[config.mk]
export PLATFORM = sky130hd
export DESIGN_NAME = card_board_mem
export DESIGN_NICKNAME = d
export VERILOG_FILES = /design/src/rtl/card_board_mem_pkg.sv /design/src/rtl/card_lfsr16.sv /design/src/rtl/card_board_mem.sv
export SDC_FILE = /design/constraint.sdc
export NUM_CORES = 2
export LEC_CHECK = 0
export ABC_CLOCK_PERIOD_IN_PS = 6750
export BUFFER_PORTS_ARGS = -buffer_cell sky130_fd_sc_hd__buf_2
export CAP_MARGIN = 20
export CORE_ASPECT_RATIO = 1.1
export CORE_MARGIN = 10
export CORE_UTILIZATION = 35
export CTS_CLUSTER_DIAMETER = 100
export DETAILED_ROUTE_END_ITERATION = 10
export SYNTH_ARGS = -nofsm -noshare
export SYNTH_HDL_FRONTEND = slang
export SYNTH_SLANG_ARGS = --single-unit
[constraint.sdc]
create_clock -name clk -period 6.75 [get_ports clk]
set_input_delay 0.675 -clock clk [delete_from_list [all_inputs] [get_ports clk]]
set_output_delay 0.675 -clock clk [all_outputs]
set_load 0.02 [all_outputs]
[src/rtl/card_board_mem_pkg.sv]
// Shared card-board sizes, state encodings, palette and board-size helper.
package card_board_mem_pkg;

  localparam int unsigned CARD_ADDRESS_SIZE = 5;
  localparam int unsigned CARD_STATE_SIZE   = 2;
  localparam int unsigned CARD_COLOR_SIZE   = 12;
  localparam int unsigned CARD_MAX_NUM_SIZE = 6;
  localparam int unsigned CARD_NUM          = 32;

  localparam logic [CARD_STATE_SIZE-1:0] CARD_EMPTY      = 2'b00;
  localparam logic [CARD_STATE_SIZE-1:0] CARD_COVERED    = 2'b01;
  localparam logic [CARD_STATE_SIZE-1:0] CARD_MATCHED    = 2'b10;
  localparam logic [CARD_STATE_SIZE-1:0] CARD_DISCOVERED = 2'b11;

  typedef enum logic [2:0] {
    StIdle,
    StFill,
    StPick,
    StSwap,
    StDone
  } build_state_e;

  // 16-entry pair palette; entries are distinct and nonzero so 0 means "no card".
  function automatic logic [CARD_COLOR_SIZE-1:0] palette(input logic [3:0] idx);
    logic [CARD_COLOR_SIZE-1:0] c;
    unique case (idx)
      4'd0:    c = 12'hF00;
      4'd1:    c = 12'h0F0;
      4'd2:    c = 12'h00F;
      4'd3:    c = 12'hFF0;
      4'd4:    c = 12'hF0F;
      4'd5:    c = 12'h0FF;
      4'd6:    c = 12'hF80;
      4'd7:    c = 12'h8F0;
      4'd8:    c = 12'h08F;
      4'd9:    c = 12'hF08;
      4'd10:   c = 12'h80F;
      4'd11:   c = 12'h0F8;
      4'd12:   c = 12'h888;
      4'd13:   c = 12'hFFF;
      4'd14:   c = 12'h840;
      default: c = 12'h048;
    endcase
    return c;
  endfunction

  // Even board size clamped to 2..32.
  function automatic logic [CARD_MAX_NUM_SIZE-1:0] board_size(
    input logic [CARD_MAX_NUM_SIZE-1:0] num
  );
    logic [CARD_MAX_NUM_SIZE-1:0] even;
    even = num & 6'h3E;
    if (even < 6'd2) begin
      return 6'd2;
    end else if (even > 6'd32) begin
      return 6'd32;
    end
    return even;
  endfunction

endpackage

[src/rtl/card_lfsr16.sv]
// Free-running 16-bit Fibonacci LFSR (taps 16,14,13,11); exposes its low bits.
module card_lfsr16 #(
  parameter logic [15:0] Seed = 16'hACE1,
  parameter int unsigned OutW = 5
) (
  input  logic            clk,
  input  logic            rst,
  output logic [OutW-1:0] rand_o
);

  logic [15:0] lfsr_q, lfsr_d;

  // Shift left, feedback from taps 16,14,13,11 (bits 15,13,12,10).
  always_comb begin
    lfsr_d = {lfsr_q[14:0], lfsr_q[15] ^ lfsr_q[13] ^ lfsr_q[12] ^ lfsr_q[10]};
  end

  // State register, reloads the seed on reset.
  always_ff @(posedge clk) begin
    if (rst) begin
      lfsr_q <= Seed;
    end else begin
      lfsr_q <= lfsr_d;
    end
  end

  assign rand_o = lfsr_q[OutW-1:0];

endmodule

[src/rtl/card_board_mem.sv]
// Card board store: builds/shuffles the board, answers clicks, applies state writes
// and streams the whole board to the renderer on request.
module card_board_mem
  import card_board_mem_pkg::*;
#(
  parameter logic [15:0] SEED = 16'hACE1
) (
  input  logic                         clk,
  input  logic                         rst,
  input  logic [CARD_MAX_NUM_SIZE-1:0] num_of_cards,
  input  logic                         start_game_en,
  output logic                         compute_done,
  input  logic                         wait_for_click_en,
  input  logic                         mouse_click,
  input  logic                         hit_valid,
  input  logic [CARD_ADDRESS_SIZE-1:0] hit_address,
  output logic                         card_pressed,
  output logic [CARD_ADDRESS_SIZE-1:0] card_clicked_address,
  output logic [CARD_COLOR_SIZE-1:0]   card_clicked_color,
  input  logic                         write_card_en,
  input  logic [CARD_STATE_SIZE-1:0]   write_card_state,
  input  logic [CARD_ADDRESS_SIZE-1:0] write_card_address,
  input  logic                         update_cards_en,
  output logic                         upd_valid,
  output logic [CARD_ADDRESS_SIZE-1:0] upd_address,
  output logic [CARD_STATE_SIZE-1:0]   upd_state,
  output logic [CARD_COLOR_SIZE-1:0]   upd_color,
  output logic                         upd_done
);

  logic [CARD_STATE_SIZE-1:0]   state_q [CARD_NUM];
  logic [CARD_STATE_SIZE-1:0]   state_d [CARD_NUM];
  logic [CARD_COLOR_SIZE-1:0]   color_q [CARD_NUM];
  logic [CARD_COLOR_SIZE-1:0]   color_d [CARD_NUM];

  build_state_e                 bst_q, bst_d;
  logic [CARD_MAX_NUM_SIZE-1:0] n_q, n_d;
  logic [CARD_ADDRESS_SIZE-1:0] i_q, i_d, j_q, j_d;
  logic                         start_prev_q;
  logic                         start_rise;
  logic [CARD_ADDRESS_SIZE-1:0] rand_idx;

  logic                         pressed_q, pressed_d;
  logic [CARD_ADDRESS_SIZE-1:0] clk_addr_q, clk_addr_d;
  logic [CARD_COLOR_SIZE-1:0]   clk_color_q, clk_color_d;
  logic                         accept;

  logic                         sw_active_q, sw_active_d;
  logic [CARD_ADDRESS_SIZE-1:0] sw_addr_q, sw_addr_d;
  logic                         sw_done_q, sw_done_d;

  card_lfsr16 #(
    .Seed(SEED),
    .OutW(CARD_ADDRESS_SIZE)
  ) u_lfsr (
    .clk   (clk),
    .rst   (rst),
    .rand_o(rand_idx)
  );

  assign start_rise = start_game_en & ~start_prev_q;

  // Build FSM plus card storage next-state; external writes land only while idle.
  always_comb begin
    bst_d   = bst_q;
    n_d     = n_q;
    i_d     = i_q;
    j_d     = j_q;
    state_d = state_q;
    color_d = color_q;
    unique case (bst_q)
      StIdle: begin
        if (start_rise) begin
          n_d   = board_size(num_of_cards);
          bst_d = StFill;
        end
        if (write_card_en) begin
          state_d[write_card_address] = write_card_state;
        end
      end
      StFill: begin
        for (int k = 0; k < CARD_NUM; k++) begin
          if (6'(k) < n_q) begin
            state_d[k] = CARD_COVERED;
            color_d[k] = palette(4'(k >> 1));
          end else begin
            state_d[k] = CARD_EMPTY;
            color_d[k] = '0;
          end
        end
        i_d   = 5'(n_q - 6'd1);
        bst_d = StPick;
      end
      StPick: begin
        // Rejection sampling keeps j uniform over 0..i.
        if (rand_idx <= i_q) begin
          j_d   = rand_idx;
          bst_d = StSwap;
        end
      end
      StSwap: begin
        color_d[i_q] = color_q[j_q];
        color_d[j_q] = color_q[i_q];
        if (i_q == 5'd1) begin
          bst_d = StDone;
        end else begin
          i_d   = i_q - 5'd1;
          bst_d = StPick;
        end
      end
      StDone:  bst_d = StIdle;
      default: bst_d = StIdle;
    endcase
  end

  // Click responder: evaluated on the pre-write state, latched for the renderer.
  always_comb begin
    accept      = mouse_click & hit_valid & wait_for_click_en & (bst_q == StIdle) &
                  (state_q[hit_address] == CARD_COVERED);
    pressed_d   = accept;
    clk_addr_d  = clk_addr_q;
    clk_color_d = clk_color_q;
    if (accept) begin
      clk_addr_d  = hit_address;
      clk_color_d = color_q[hit_address];
    end
  end

  // Sweep counter: a new game aborts it, a new pulse restarts it at 0.
  always_comb begin
    sw_active_d = sw_active_q;
    sw_addr_d   = sw_addr_q;
    sw_done_d   = 1'b0;
    if (start_rise) begin
      sw_active_d = 1'b0;
      sw_addr_d   = '0;
    end else if (update_cards_en) begin
      sw_active_d = 1'b1;
      sw_addr_d   = '0;
    end else if (sw_active_q) begin
      if (sw_addr_q == 5'd31) begin
        sw_active_d = 1'b0;
        sw_addr_d   = '0;
        sw_done_d   = 1'b1;
      end else begin
        sw_addr_d = sw_addr_q + 5'd1;
      end
    end
  end

  // All state registers with synchronous reset.
  always_ff @(posedge clk) begin
    if (rst) begin
      for (int k = 0; k < CARD_NUM; k++) begin
        state_q[k] <= CARD_EMPTY;
        color_q[k] <= '0;
      end
      bst_q        <= StIdle;
      n_q          <= 6'd2;
      i_q          <= '0;
      j_q          <= '0;
      start_prev_q <= 1'b0;
      pressed_q    <= 1'b0;
      clk_addr_q   <= '0;
      clk_color_q  <= '0;
      sw_active_q  <= 1'b0;
      sw_addr_q    <= '0;
      sw_done_q    <= 1'b0;
    end else begin
      state_q      <= state_d;
      color_q      <= color_d;
      bst_q        <= bst_d;
      n_q          <= n_d;
      i_q          <= i_d;
      j_q          <= j_d;
      start_prev_q <= start_game_en;
      pressed_q    <= pressed_d;
      clk_addr_q   <= clk_addr_d;
      clk_color_q  <= clk_color_d;
      sw_active_q  <= sw_active_d;
      sw_addr_q    <= sw_addr_d;
      sw_done_q    <= sw_done_d;
    end
  end

  assign compute_done         = (bst_q == StDone);
  assign card_pressed         = pressed_q;
  assign card_clicked_address = clk_addr_q;
  assign card_clicked_color   = clk_color_q;
  assign upd_valid            = sw_active_q;
  assign upd_address          = sw_active_q ? sw_addr_q : '0;
  assign upd_state            = sw_active_q ? state_q[sw_addr_q] : '0;
  assign upd_color            = sw_active_q ? color_q[sw_addr_q] : '0;
  assign upd_done             = sw_done_q;

endmodule

# [Word-level counts from Yosys, hierarchy flattened]
# Cells that the tools add are included.
[word_totals] in_bits=26 reg_bits=509 word_cells=277 out_inout_bits=40
[op_classes] muxes=115 n_reduce_logical=14 n_bitwise=15 n_eq_ne=11 n_lt_le_gt_ge=43 addsub=3
[ops] op="384-bit bitwise mux" n=2
[ops] op="384-bit case mux with 2 select lines" n=1
[ops] op="12-bit 2-to-1 mux" n=31
[ops] op="12-bit binary-select mux with 5-bit select" n=4
[ops] op="64-bit case mux with 2 select lines" n=1
[ops] op="12-bit demux with 5-bit select" n=2
[ops] op="5-bit by 6-bit < comparator with 1-bit output (first input constant)" n=16
[ops] op="64-bit bitwise mux" n=1
[ops] op="64-bit 2-to-1 mux" n=1
[ops] op="8-bit 2-to-1 mux" n=8
[ops] op="4-bit by 6-bit < comparator with 1-bit output (first input constant)" n=8
[ops] op="1-bit 2-to-1 mux" n=40
[ops] op="6-bit >= comparator (second input constant)" n=5
[ops] op="5-bit inverter with 6-bit output" n=5
[ops] op="3-bit by 6-bit < comparator with 1-bit output (first input constant)" n=4
[ops] op="2-bit binary-select mux with 5-bit select" n=2
[ops] op="6-bit by 1-bit < comparator with 1-bit output (second input constant)" n=3
[ops] op="6-bit 2-to-1 mux" n=3
[ops] op="5-bit 2-to-1 mux" n=3
[ops] op="7-bit 2-to-1 mux" n=2
[ops] op="1-bit by 6-bit < comparator with 1-bit output (first input constant)" n=2
[ops] op="2-bit by 6-bit < comparator with 1-bit output (first input constant)" n=2
[ops] op="2-bit 2-to-1 mux" n=6
[ops] op="3-bit case mux with 4 select lines" n=1
[ops] op="26 further kinds" n=48

# [Depth between registers and ports, before layout]
[logic_depth] depth_word=8 mapped_depth=13 mapped_depth_nobuf=8

# [Hierarchy]
# A second synthesis with hierarchy kept.
[unflattened] hier_cells=3772 hier_area_um2=35296.4
[modules_own_cells] module="card_board_mem" n_inst=1 seq_area_each_um2=9849.4 area_each_um2=34804.6 cells_each=3731
[modules_own_cells] module="card_lfsr16" n_inst=1 seq_area_each_um2=320.3 area_each_um2=491.7 cells_each=41

# [Least setup slack after synthesis]
# No wires, ideal clock.
[synth_path] path_kind="register to output" start="register sw_addr_q[1]" end="output port upd_color[0]" arrival_ns=2.497 stages_incl_launch_ff=8 path_buffers=4 path_slack_ns=3.578 required_time_ns=6.075 path_cell_list="dfxtp_1 > clkbuf_1 > clkbuf_1 > buf_2 > buf_1 > mux2i_1 > mux4_2 > nor2b_1"
[synth_via] elab_chain_len=5
[synth_lines] item="from (decl)" line_no="card_board_mem.sv:49" rtl="logic [CARD_ADDRESS_SIZE-1:0] sw_addr_q, sw_addr_d;"
[synth_lines] item="from (signal assigned)" line_no="card_board_mem.sv:181" rtl="sw_addr_q <= sw_addr_d;"
[synth_lines] item="5-bit inverter with 6-bit output (not written as such)" line_no="card_board_mem.sv:193" rtl="assign upd_color = sw_active_q ? color_q[sw_addr_q] : '0;"
[synth_lines] item="12-bit binary-select mux with 5-bit select" line_no="card_board_mem.sv:193"
[synth_lines] item="12-bit 2-to-1 mux (not written as such) (2 in series)" line_no="card_board_mem.sv:193"
[synth_lines] item="12-bit 2-to-1 mux" line_no="card_board_mem.sv:193"
[synth_lines] item="to (decl)" line_no="card_board_mem.sv:27" rtl="output logic [CARD_COLOR_SIZE-1:0] upd_color,"
# No other way between the ends. The select of a mux whose other input is x is not followed.

# [Worst setup path after layout]
[layout_path] start="register sw_addr_q[0]" end="output port upd_color[4]"
# The elaborated chain is that of the path after synthesis.

==> key figures <==
CTS
  – CTS Hold Bufs: 0
  – Longest Clk Path Bufs: 3
  – Count of instances resized after the clock tree is built: 0
  – Clock buffer count from CTS: 59
  – Clock tree from TritonCTS: yes
  – Sink count of the clock tree: 508
  – Clock-pin slew of the registers on the worst-case setup and hold paths: 60 ps
  – Post-CTS repair timing setup buffer count: 0
  – Clock tree root buffer cell: clkbuf_16
  – Worst skew pair latency: 700 ps
  – Max H-tree Level: 2

Critical path
  – Critical path peak fanout: 54
  – Crit-path cells: buf_12, mux4_2, mux4_2, mux2i_1, nor2b_1, buf_2
  – Origin of the critical flop-to-flop path: j_q[0]
  – Worst Setup Start Kind: flip-flop
  – Critical-path cell with the highest stage delay: dfxtp_4
  – Setup CP Type: flip-flop to primary output
  – Arr. time, crit path: 3870 ps
  – Setup crit start: sw_addr_q[0]
  – Worst stage delay on the critical path: 800 ps
  – Worst Setup End Kind: primary output
  – Req. time, crit path: 6070 ps
  – Most common cell type on the critical path: mux4_2

Yosys
  – Synth top area share: 29.2%
  – Post-synth top area cell: dfxtp_1
  – Fraction of synthesis flops using an asynchronous set or reset pin: 0%
  – Number of standard cells after synthesis: 3720
  – Share of synthesized area occupied by flip-flops and latches: 29.2%
  – Total number of yosys warnings: 0
  – Cell types occupying the most area after synthesis: dfxtp_1, mux4_2, mux2i_1, a22oi_1, a21oi_1
  – Most used DFF post-synth: dfxtp_1
  – FF+latch count, synth: 508
  – Number of enable-type register cells in the synthesized netlist: 0
  – Post-Syn Nets: 3759
  – Count of unique library cells instantiated by Yosys: 77
  – Cell area after technology mapping: 34800 um^2
  – Avg Inst Size Synth: 9.36 um^2

STA
  – Max Fclk: 220 MHz
  – Endpoints failing setup: 0
  – Number of endpoints with negative hold slack in the final report: 0
  – Crit share post-route: 67.4%
  – Setup repair after global routing missed its margin: no
  – Tmin final: 4550 ps
  – Slew at the pin closest to its max-slew limit: 1330 ps
  – Aggregate negative setup slack: 0 ps
  – Max-Slew Margin vs Limit: 11.2%
  – Worst clock skew: 32.2 ps
  – Max-slew violation count: 0

Place
  – Number of placed instances, taps included: 4762
  – Placed wire-length estimate: 118000 um
  – # port buffers: 64
  – Routability-driven placement congestion ratio: 1.03

GRT
  – Pin count of the biggest net entering global routing: 90
  – GR Util All Layers: 28.4%
  – Wire length of the first global-routing pass: 236000 um
  – Global route overflow: 0
  – Number of global-route vias before repair: 31800
  – Number of antenna violations at the first check in global routing: 1

Detailed routing
  – DRC violation count after routing: 0
  – Pre-Repair DR Iteration Count: 9
  – Antenna-violating nets left: 0
  – Total wire length after detailed routing: 167000 um
  – Routed wire per std cell: 34.2 um
  – Via-to-Cell Ratio: 7.05
  – Initial detailed-routing violation count: 5643
  – Count of vias placed by the detailed router: 34400

Floorplanning
  – Standard cell core area: 98900 um^2
  – Die ar.: 112000 um^2
  – Starting Density: 35.2%
  – Number of top-level pins: 66
  – Number of placement rows: 121
  – Horizontal extent of the die: 321 um
  – DIE HEIGHT: 351 um

Finish
  – Commonest non-fill, non-tap cell in the layout: dfxtp_1
  – Number of nets in the layout: 3579
  – Area added between synthesis and finish: 9.81%
  – Share of post-route cells with drive strength above 1: 18.3%
  – Commonest non-fill, non-tap cells in the layout: dfxtp_1, mux2i_1, mux4_2, a21oi_1, nand2_1
  – Final cell count without fillers: 4882

Power and ir drop
  – Largest vdd supply drop: 0.000224 V
  – Leakage power figure: 12.4 nW
  – Power per cell area: 208 nW/um^2

Outcome
  – Status: complete, no violations

Hold path
  – Class of the tightest hold or removal check: input port to flip-flop
  – Hold path start: start_game_en

Run
  – Count of maximum capacitance violations: 0
==> kinds of logic (layout without fill, tap and decap cells) <==
family | Yosys count | after routing | share of synthesized area, %
muxes | 625 | 625 | 28.3
other | 0 | 2 | 0
AOI/OAI and AO/OA | 1167 | 1167 | 23.0
and+or+nand+nor | 943 | 943 | 13.3
adders and majority gates | 13 | 13 | 0.467
DFF | 508 | 508 | 29.2
buffers and inverters | 457 | 326 | 5.48
xor gates and xnor gates | 7 | 7 | 0.176
==> synth_stat cells (all sizes together), types with 12 or more instances <==
| master | instances |
|---|---|
| dfxtp | 508 |
| mux2i | 330 |
| clkbuf | 297 |
| mux4 | 286 |
| nand2 | 280 |
| a21oi | 278 |
| a22oi | 226 |
| nor2 | 222 |
| o21ai | 214 |
| buf | 118 |
| nand3 | 104 |
| o22ai | 94 |
| a221o | 85 |
| nor2b | 71 |
| nand2b | 54 |
| a222oi | 46 |
| a221oi | 43 |
| inv | 42 |
| a211o | 40 |
| nor3 | 39 |
| and3 | 36 |
| a31o | 30 |
| a22o | 27 |
| nor4 | 24 |
| nor3b | 21 |
| and2 | 19 |
| a21o | 14 |
| ha | 13 |
| or2 | 13 |
| a2bb2oi | 12 |
| o221ai | 12 |
==> through the flow <==
step / total power (W) / instance area, um^2 / worst slack, ps / utilization [%] / hold WS, ps
3_5_place_dp: 0.00434 / 36000 / 2290 / 36.4 / 398
5_1_grt: 0.00813 / 38200 / 2080 / 38.7 / 253
4_1_cts: 0.00791 / 38100 / 2190 / 38.6 / 221
2_1_floorplan: 0.00393 / 34800 / 3580 / - / 389
3_3_place_gp: 0.00433 / 36000 / 2280 / 36.4 / 392
6_report: 0.00796 / 38200 / 2200 / 38.7 / 229
==> sequential cells by signal, indices dropped and copies added (netlist names), 3 cells and up <==
register / count
n_q: 5
u_lfsr.lfsr_q: 16
sw_addr_q: 5
i_q: 5
state_q: 64
color_q: 384
j_q: 5
card_clicked_color: 12
bst_q: 3
card_clicked_address: 5
==> routing by layer <==
metal | GRT usage [%] | vias up | wire [um] | share of wire (%)
li1 | - | 14100 | - | -
met4 | 18.9 | 0 | 13000 | 7.8
met2 | 42.4 | 2680 | 71400 | 43
met1 | 35.4 | 17000 | 61600 | 37
met3 | 8.26 | 614 | 20900 | 13
met5 | 0 | - | 0 | 0
==> critical path: cells and delay by family, from the launching register on <==
family	cells	cell delay, ps
multiplexers	3	1480
flip-flops	1	800
buffers and inverters	2	610
AND/OR/NAND/NOR	1	130
==> report_power, final <==
part           switching (W)  internal [W]
Sequential          0.000129       0.00308
Clock                0.00149       0.00214
Combinational       0.000763      0.000360
Total                0.00238       0.00557
==> final timing paths <==
check / endpoint / slack (ps) / cells after the start
worst min-delay path: start_prev_q / 230 / 2
worst max register to register: color_q[310] / 2220 / 8
worst max-delay path: upd_color[4] / 2200 / 6
worst min register to register: u_lfsr.lfsr_q[6] / 410 / 1
==> cell type report <==
| class | count | area [um^2] |
|---|---|---|
| inverter | 42 | 158 |
| multi-input combinational | 2755 | 22900 |
| clock inverter | 33 | 537 |
| fill | 9804 | 60600 |
| tap | 1291 | 1620 |
| antenna | 2 | 5.00 |
| clock buffer | 77 | 1590 |
| timing repair buffer | 174 | 1250 |
| sequential | 508 | 10200 |
Power figures use the tool's default switching activity.
